### src/rtl/fifo_rd_port.sv
// rtl/fifo_rd_port.sv - FIFO read-side controller with 2-entry skid buffer
// Optional pointer-overrun check: define FIFO_RD_CHECK_EN to build the sticky err flag.
module fifo_rd_port #(
   parameter int K     = 3,
   parameter int W     = 8,
   parameter int AE_TH = 1
) (
   input  logic         clk,
   input  logic         rst,
   input  logic [K:0]   wr_ptr,
   output logic [K:0]   rd_ptr,
   output logic         mem_ren,
   output logic [K-1:0] mem_raddr,
   input  logic [W-1:0] mem_rdata,
   output logic [W-1:0] out_data,
   output logic         out_valid,
   input  logic         out_ready,
   input  logic         flush,
   output logic         empty,
   output logic         almost_empty,
   output logic [K:0]   level,
   output logic         err
);

   logic [K:0]   r_rd_ptr;
   logic [1:0]   r_count;
   logic         r_inflight;
   logic         r_valid;
   logic [W-1:0] r_buf0;
   logic [W-1:0] r_buf1;

   logic         w_pop;
   logic         w_empty;
   logic [K:0]   w_level;
   logic [2:0]   w_occ;
   logic         w_ren;

   // Occupancy after this edge: buffered words plus the one arriving minus the one leaving.
   assign w_pop   = r_valid && out_ready;
   assign w_empty = (r_rd_ptr == wr_ptr);
   assign w_level = wr_ptr - r_rd_ptr;
   assign w_occ   = {1'b0, r_count} + {2'b00, r_inflight} - {2'b00, w_pop};
   assign w_ren   = !rst && !flush && !w_empty && (w_occ < 3'd2);

   assign rd_ptr       = r_rd_ptr;
   assign mem_ren      = w_ren;
   assign mem_raddr    = r_rd_ptr[K-1:0];
   assign out_data     = r_buf0;
   assign out_valid    = r_valid;
   assign empty        = w_empty;
   assign level        = w_level;
   assign almost_empty = (w_level <= (K+1)'(AE_TH));

   // Read pointer, in-flight tracking and skid occupancy; flush resyncs to the writer.
   always_ff @(posedge clk) begin
      if (rst) begin
         r_rd_ptr   <= '0;
         r_count    <= 2'd0;
         r_inflight <= 1'b0;
         r_valid    <= 1'b0;
      end else if (flush) begin
         r_rd_ptr   <= wr_ptr;
         r_count    <= 2'd0;
         r_inflight <= 1'b0;
         r_valid    <= 1'b0;
      end else begin
         r_inflight <= w_ren;
         if (w_ren) begin
            r_rd_ptr <= r_rd_ptr + 1'b1;
         end
         r_count <= w_occ[1:0];
         r_valid <= (w_occ != 3'd0);
      end
   end

   // Skid storage: buf0 is always the oldest word, buf1 the younger one.
   always_ff @(posedge clk) begin
      if (rst) begin
         r_buf0 <= '0;
         r_buf1 <= '0;
      end else if (!flush) begin
         if (r_inflight && !w_pop) begin
            if (r_count == 2'd0) begin
               r_buf0 <= mem_rdata;
            end else begin
               r_buf1 <= mem_rdata;
            end
         end else if (!r_inflight && w_pop) begin
            r_buf0 <= r_buf1;
         end else if (r_inflight && w_pop) begin
            if (r_count == 2'd1) begin
               r_buf0 <= mem_rdata;
            end else begin
               r_buf0 <= r_buf1;
               r_buf1 <= mem_rdata;
            end
         end
      end
   end

`ifdef FIFO_RD_CHECK_EN
   logic r_err;

   // Sticky overrun flag: more than a full FIFO between the pointers is impossible.
   always_ff @(posedge clk) begin
      if (rst) begin
         r_err <= 1'b0;
      end else if (w_level > {1'b1, {K{1'b0}}}) begin
         r_err <= 1'b1;
      end
   end

   assign err = r_err;
`else
   assign err = 1'b0;
`endif

endmodule

### config.mk
export PLATFORM = sky130hd
export DESIGN_NAME = fifo_rd_port
export DESIGN_NICKNAME = d
export VERILOG_FILES = /design/src/rtl/fifo_rd_port.sv
export SDC_FILE = /design/constraint.sdc
export NUM_CORES = 1
export LEC_CHECK = 0
export CORE_MARGIN = 1
export CORE_UTILIZATION = 40
export CTS_BUF_LIST = sky130_fd_sc_hd__clkbuf_4 sky130_fd_sc_hd__clkbuf_8
export DETAILED_ROUTE_END_ITERATION = 10
export GPL_TIMING_DRIVEN = 0
export PLACE_DENSITY_LB_ADDON = 0.3
export SYNTH_ARGS = -nofsm -noshare
export SYNTH_HDL_FRONTEND = slang
export SYNTH_SLANG_ARGS = --single-unit
### constraint.sdc
create_clock -name clk -period 6.8 [get_ports clk]
set_input_delay 1.02 -clock clk [delete_from_list [all_inputs] [get_ports clk]]
set_output_delay 1.02 -clock clk [all_outputs]
set_load 0.01 [all_outputs]
==> results.md, run 1 <==
* P_leak at 0.754 nW
* Worst-path maximum fanout at 5
* Final Hold Fails at 0
* Worst R2R Start: out_valid$_SDFF_PP0_
* Io pins at 40
* Post-Layout Cell Count at ~220
* Nets at 205
* Synth cell count leaders: dfxtp_1 (24), nor2_1 (19), mux2i_1 (16), inv_1 (9), a211oi_2 (8)
* Top_reg_cell synth: dfxtp_1
* Startpoint Class: input port
* Initial DRC Count at 31
* DRC viols at 0
* Sequential fraction of the synthesis area at 34.9%
* Share of the synthesized area in the top cell type at 34.9%
* CP Class: in2out
* DR pass1 iterations at 4
* Pwr per Cell Area at approximately 210 mW/mm^2
* Seq. cell area at slightly below 500 um^2
* Slew HR at 54.2%
* Synth cell types at 36
* Core Rows at 20
* Area contributors post-synth: dfxtp_1 (35%), mux2i_1 (12%), a211oi_2 (7.3%), ha_1 (6.4%), nor2_1 (5.2%)
* Die area at 0.00368 mm^2
* Die H at 60.7 um
* Slew @ Worst Pin at 687 ps
* Filler cells at 293
* CTS Root Cell: clkbuf_4
* Clock Sinks at 24
* H-tree depth at 1
* Core area at 0.00315 mm^2
* Synth Area in Compound Gates at a little under a fifth
* Worst path max stage delay at 570 ps
* Worst skew pair latency at between 300 and 400 ps
* R2r endpoint: rd_ptr[3]$_SDFFE_PP0P_
* # port buffers at 37
* Post-Synth XOR/XNOR Area at 4.90%
* Fin crit share at approximately 70%
* # Post-CTS Setup Buffers at 0
* Initial Utilization at 43.7%
* Total track usage at 16.9%
* Mapped Area at approximately 0.0014 mm^2
* Max Cap Viol at 0
* Hold Path Stages at 2
* Most frequent cell after synthesis: dfxtp_1
* Final Core Density at approximately 58%
* Reg2Reg Setup Slack at 4250 ps
* Flops & latches, synth at 24
* Wire per inst at between 10 and 15 um
* WP data arrival at roughly 3800 ps
* Status: finished clean
* Post-synthesis adder-cell area fraction at 9.26%
* Reg2reg path depth at 8
* Final Skew at 16.0 ps
* CP delay by family, top: buffers and inverters
* Routed WL at 2930 um
* Post-synth top area cell: dfxtp_1
* Vias per cell at around 4.9
* CTS hold repair buffers at 0
* GR Overflow Total at 0
* TNS Setup at 0 ps
* Worst Hold End: r_buf1[1]$_SDFFE_PP0P_
* Initial antenna violation count at 0
* GPL Wtd Cong at between 0.7 and 0.8
* Resized cells post-CTS at 0
* Post-synth ARST share at 0%
* First-pass GRT wire length at 4690 um
* Area delta synth->final at 33.5%
* Post-synthesis average cell area at about 10 um^2
* CP required at approximately 5800 ps
* Crit-path slowest cell: clkdlybuf4s50_1
* Multi-input logic area at 798 um^2
* Antenna cells at 0
* Largest family of logic cells by synthesized area: compound AO/OA/AOI/OAI gates
* Yosys warning count at 0
* EDFF count, synth at 0
* Hold slack at 515 ps
* Worst setup EP type: output pin
* Simple-gate portion of the synthesized area at 13.6%
* Vias in the first global route at 1046
* Beginning of the worst hold path: r_buf1[1]$_SDFFE_PP0P_
* HP Class: reg2reg
* Placed cells at 219
* Fin crit period at 4860 ps
* Setup violators final at 0
* Clk buf depth at 2
* CTS tree: done
* Layout cells sized above 1 at 14.5%
* Max Freq at 206 MHz
* Final slew viol count at 0
* Net count after synthesis at 163
* DR vias at 1085
* Die W at ~61 um
* Worst path bufs/invs at 2
* HPWL reported at the end of detailed placement at around 2300 um
* Routed Antenna Nets at 0
* CTS Buf Count at 3
* Post-Syn Instances at 138
* Cells along the critical path: clkdlybuf4s50_1, nand2_1, ha_1, ha_1, fa_1, xor2_2, o211ai_2, nor3_1, clkdlybuf4s50_1
* RSZ-0062 raised after global routing: no
* Overall power at 0.378 mW
* Worst-path clk slew at roughly 120 ps
* Pin count of the biggest net entering global routing at 14
* Mux cell area share after synthesis at 11.6%
* VDD IR max at between 0.00015 and 0.0002 V
## worst max-delay path by stage
stage,from,to,depth (start not counted)
3_5_place_dp,out_ready,mem_ren,9
5_1_grt,out_ready,mem_ren,9
2_1_floorplan,out_ready,mem_ren,7
6_report,out_ready,mem_ren,9
4_1_cts,out_ready,mem_ren,9
3_3_place_gp,out_ready,mem_ren,9
## logic make-up (layout without fill, tap and decap cells)
group,Yosys count,count (layout)
compound gates,25,25
xor+xnor,6,6
fa+ha+maj,9,9
buf+inv,19,60
flops,24,24
mux,16,16
other cells,1,1
simple gates,38,38
## state kept, by name, summed over array words and instances, names as in the netlist
| signal | cells |
|---|---|
| out_data | 8 |
| r_inflight | 1 |
| rd_ptr | 4 |
| r_count | 2 |
| r_buf1 | 8 |
| out_valid | 1 |
## layer usage
metal / part of all wire, % / wire, um / up-vias / global-route usage [%]
met3: 5.1 / 149 / 0 / 3.41
met1: 46 / 1360 / 501 / 22.9
li1: - / - / 555 / -
met4: 0 / 0 / 0 / 1.62
met5: 0 / 0 / - / 0
met2: 48 / 1420 / 29 / 29.0
## metrics by stage
stage | worst slack, ps | instance area, um^2
global placement | 2030 | 1800
CTS | 1920 | 1840
finish | 1940 | 1840
floorplan | 3180 | 1380
global route | 1750 | 1840
detailed placement | 1930 | 1800
## cell type report
class	count	share of cell area, %
inverter	10	2.04
buffer	9	3.33
timing repair buffer	37	20.1
clock buffer	4	1.97
tap	44	2.99
sequential	24	26.1
multi-input combinational	95	43.4
## worst register-to-register path, delay by kind of cell, from the launching register on
kind | cells | cell delay [ps]
fa+ha+maj | 3 | 940
simple gates | 1 | 130
compound gates | 3 | 720
flops | 1 | 440
xor+xnor | 1 | 230
## layout by cell type, fill, tap and decap left out, drive strengths merged, types with 2 or more instances in the layout
master / n
clkbuf: 6
nor2: 20
xor2: 3
and2: 2
a21oi: 2
nand3: 6
nand2: 3
nor3: 5
buf: 7
xnor2: 3
dfxtp: 24
clkdlybuf4s50: 37
ha: 7
inv: 9
a211oi: 9
fa: 2
a21o: 3
o21a: 2
mux2i: 16
o211a: 2
## power breakdown
part / internal, mW / switching (mW) / total [mW] / leakage [nW]
combinational: 0.0743 / 0.0659 / 0.140 / 0.536
sequential: 0.152 / 0.0100 / 0.162 / 0.196
clock: 0.0327 / 0.0426 / 0.0753 / 0.0210
Note: power is estimated with default switching activity, not from simulation.
==> inputs of run 2 (changes only) <==
==> constraint.sdc (replaced) <==
create_clock -name clk -period 3.9 [get_ports clk]
set_input_delay 0.585 -clock clk [delete_from_list [all_inputs] [get_ports clk]]
set_output_delay 0.585 -clock clk [all_outputs]
set_load 0.01 [all_outputs]
==> results.md, run 2 (same netlist as run 1, synthesis figures left out) <==
* Vias per cell at a little under 5
* Clock Sinks at 24
* Clk buf depth at 2
* Vias in the first global route at 1050
* Initial DRC Count at 49
* CP Class: in2out
* First-pass GRT wire length at 4700 um
* Worst path max stage delay at 550 ps
* VDD IR max at ~0.00027 V
* RSZ-0062 raised after global routing: no
* DRC viols at 0
* Cells along the critical path: clkdlybuf4s50_1, nand2_1, ha_1, ha_1, fa_1, xor2_2, o211ai_2, nor3_1, dlygate4sd2_1
* Most common cell after layout, fill and taps aside: clkdlybuf4s50_1
* Routed WL at approximately 3000 um
* Routed Antenna Nets at 0
* Worst skew pair latency at 320 ps
* Die H at 60.7 um
* Nets at a little over 200
* Final Skew at 17.8 ps
* Area delta synth->final at 34.0%
* Overall power at 0.660 mW
* Final Hold Fails at 0
* TNS Setup at 0 ps
* Worst setup EP type: output pin
* HPWL reported at the end of detailed placement at 2300 um
* Worst path bufs/invs at 2
* Initial Utilization at 43.7%
* Die W at 60.7 um
* Status: finished clean
* CP delay by family, top: adder cells
* Max Freq at roughly 280 MHz
* Pwr per Cell Area at 357 mW/mm^2
* GR Overflow Total at 0
* Final slew viol count at 0
* Io pins at 40
* CTS Root Cell: clkbuf_4
* Worst-path maximum fanout at 5
* Multi-input logic area at about 800 um^2
* Wire per inst at roughly 13 um
* WP data arrival at between 3000 and 4000 ps
* Max Cap Viol at 0
* GPL Wtd Cong at around 0.75
* Crit-path slowest cell: clkdlybuf4s50_1
* CP required at 3310 ps
* # port buffers at 37
* Die area at 0.00368 mm^2
* Seq. cell area at 480 um^2
* Slew @ Worst Pin at 705 ps
* Antenna cells at 0
* Filler cells at 295
* Final Core Density at approximately three fifths
* Setup violators final at 0
* Fin crit share at 93.1%
* DR vias at 1088
* Worst-path clk slew at 140 ps
* DR pass1 iterations at 4
* Pin count of the biggest net entering global routing at 14
* CTS hold repair buffers at 0
* HP Class: in2reg
* Commonest non-fill, non-tap cells in the layout: clkdlybuf4s50_1 (36), dfxtp_1 (24), nor2_1 (19)
* Core Rows at 20
* Total track usage at around 17%
* Slew HR at 53.0%
* CTS Buf Count at 3
* Fin crit period at 3630 ps
* Layout cells sized above 1 at 15.0%
* P_leak at 0.761 nW
* Startpoint Class: input port
* H-tree depth at 1
* Initial antenna violation count at 0
* Core area at 0.00315 mm^2
* Most used cell, CP: ha_1
* CTS tree: done
[run 2: changes by cell type in the layout (fill, tap and decap cells not counted), sizes merged]
cell           previous run  this run
clkdlybuf4s50            37        36
dlygate4sd2               0         1
buf                       7         8
[run 2: stage by stage]
step	hold slack (ps)	setup WS (ps)	cell area (um^2)	instances
4_1_cts	450	258	1850	224
2_1_floorplan	460	1150	1380	138
6_report	458	269	1850	224
3_3_place_gp	473	3.10	1800	219
3_5_place_dp	481	-97.7	1800	219
5_1_grt	447	103	1850	224
[run 2: area by class of cell]
cell class,instances,area share [%]
buffer,9,3.32
multi-input combinational,95,43.3
sequential,24,26.0
timing repair buffer,38,20.4
clock buffer,4,1.97
tap,44,2.98
inverter,10,2.03
[run 2: worst reg2reg max path, delay by kind of cell (launching register included)]
family	cells	cell delay (ps)
flops	1	440
fa+ha+maj	3	940
compound gates	3	700
xor+xnor	1	180
simple gates	1	130
[run 2: worst paths after layout]
kind | startpoint | to | slack (ps) | cells after the start
max | out_ready | mem_ren | 270 | 9
min | flush | r_inflight$_SDFF_PP0_ | 460 | 2
max reg2reg | out_valid$_SDFF_PP0_ | rd_ptr[3]$_SDFFE_PP0P_ | 1430 | 8
min reg2reg | r_buf1[3]$_SDFFE_PP0P_ | r_buf1[3]$_SDFFE_PP0P_ | 510 | 2
[run 2: per-layer routing]
| layer | vias up | GRT usage, % | routed length [um] |
|---|---|---|---|
| met5 | - | 0 | 0 |
| met4 | 0 | 1.62 | 0 |
| met3 | 0 | 3.41 | 132 |
| met2 | 32 | 29.4 | 1460 |
| met1 | 500 | 22.9 | 1410 |
| li1 | 556 | - | - |
[run 2: power by group]
group          internal [mW]  switching (mW)
clock                 0.0570          0.0740
combinational          0.130           0.116
sequential             0.265          0.0175
total                  0.452           0.207
[run 2: what timing repair did]
| item | in CTS | in global routing |
|---|---|---|
| resized for setup | 1 | 0 |
| buffers inserted | 1 | 0 |
| setup endpoints to repair | 1 | 0 |
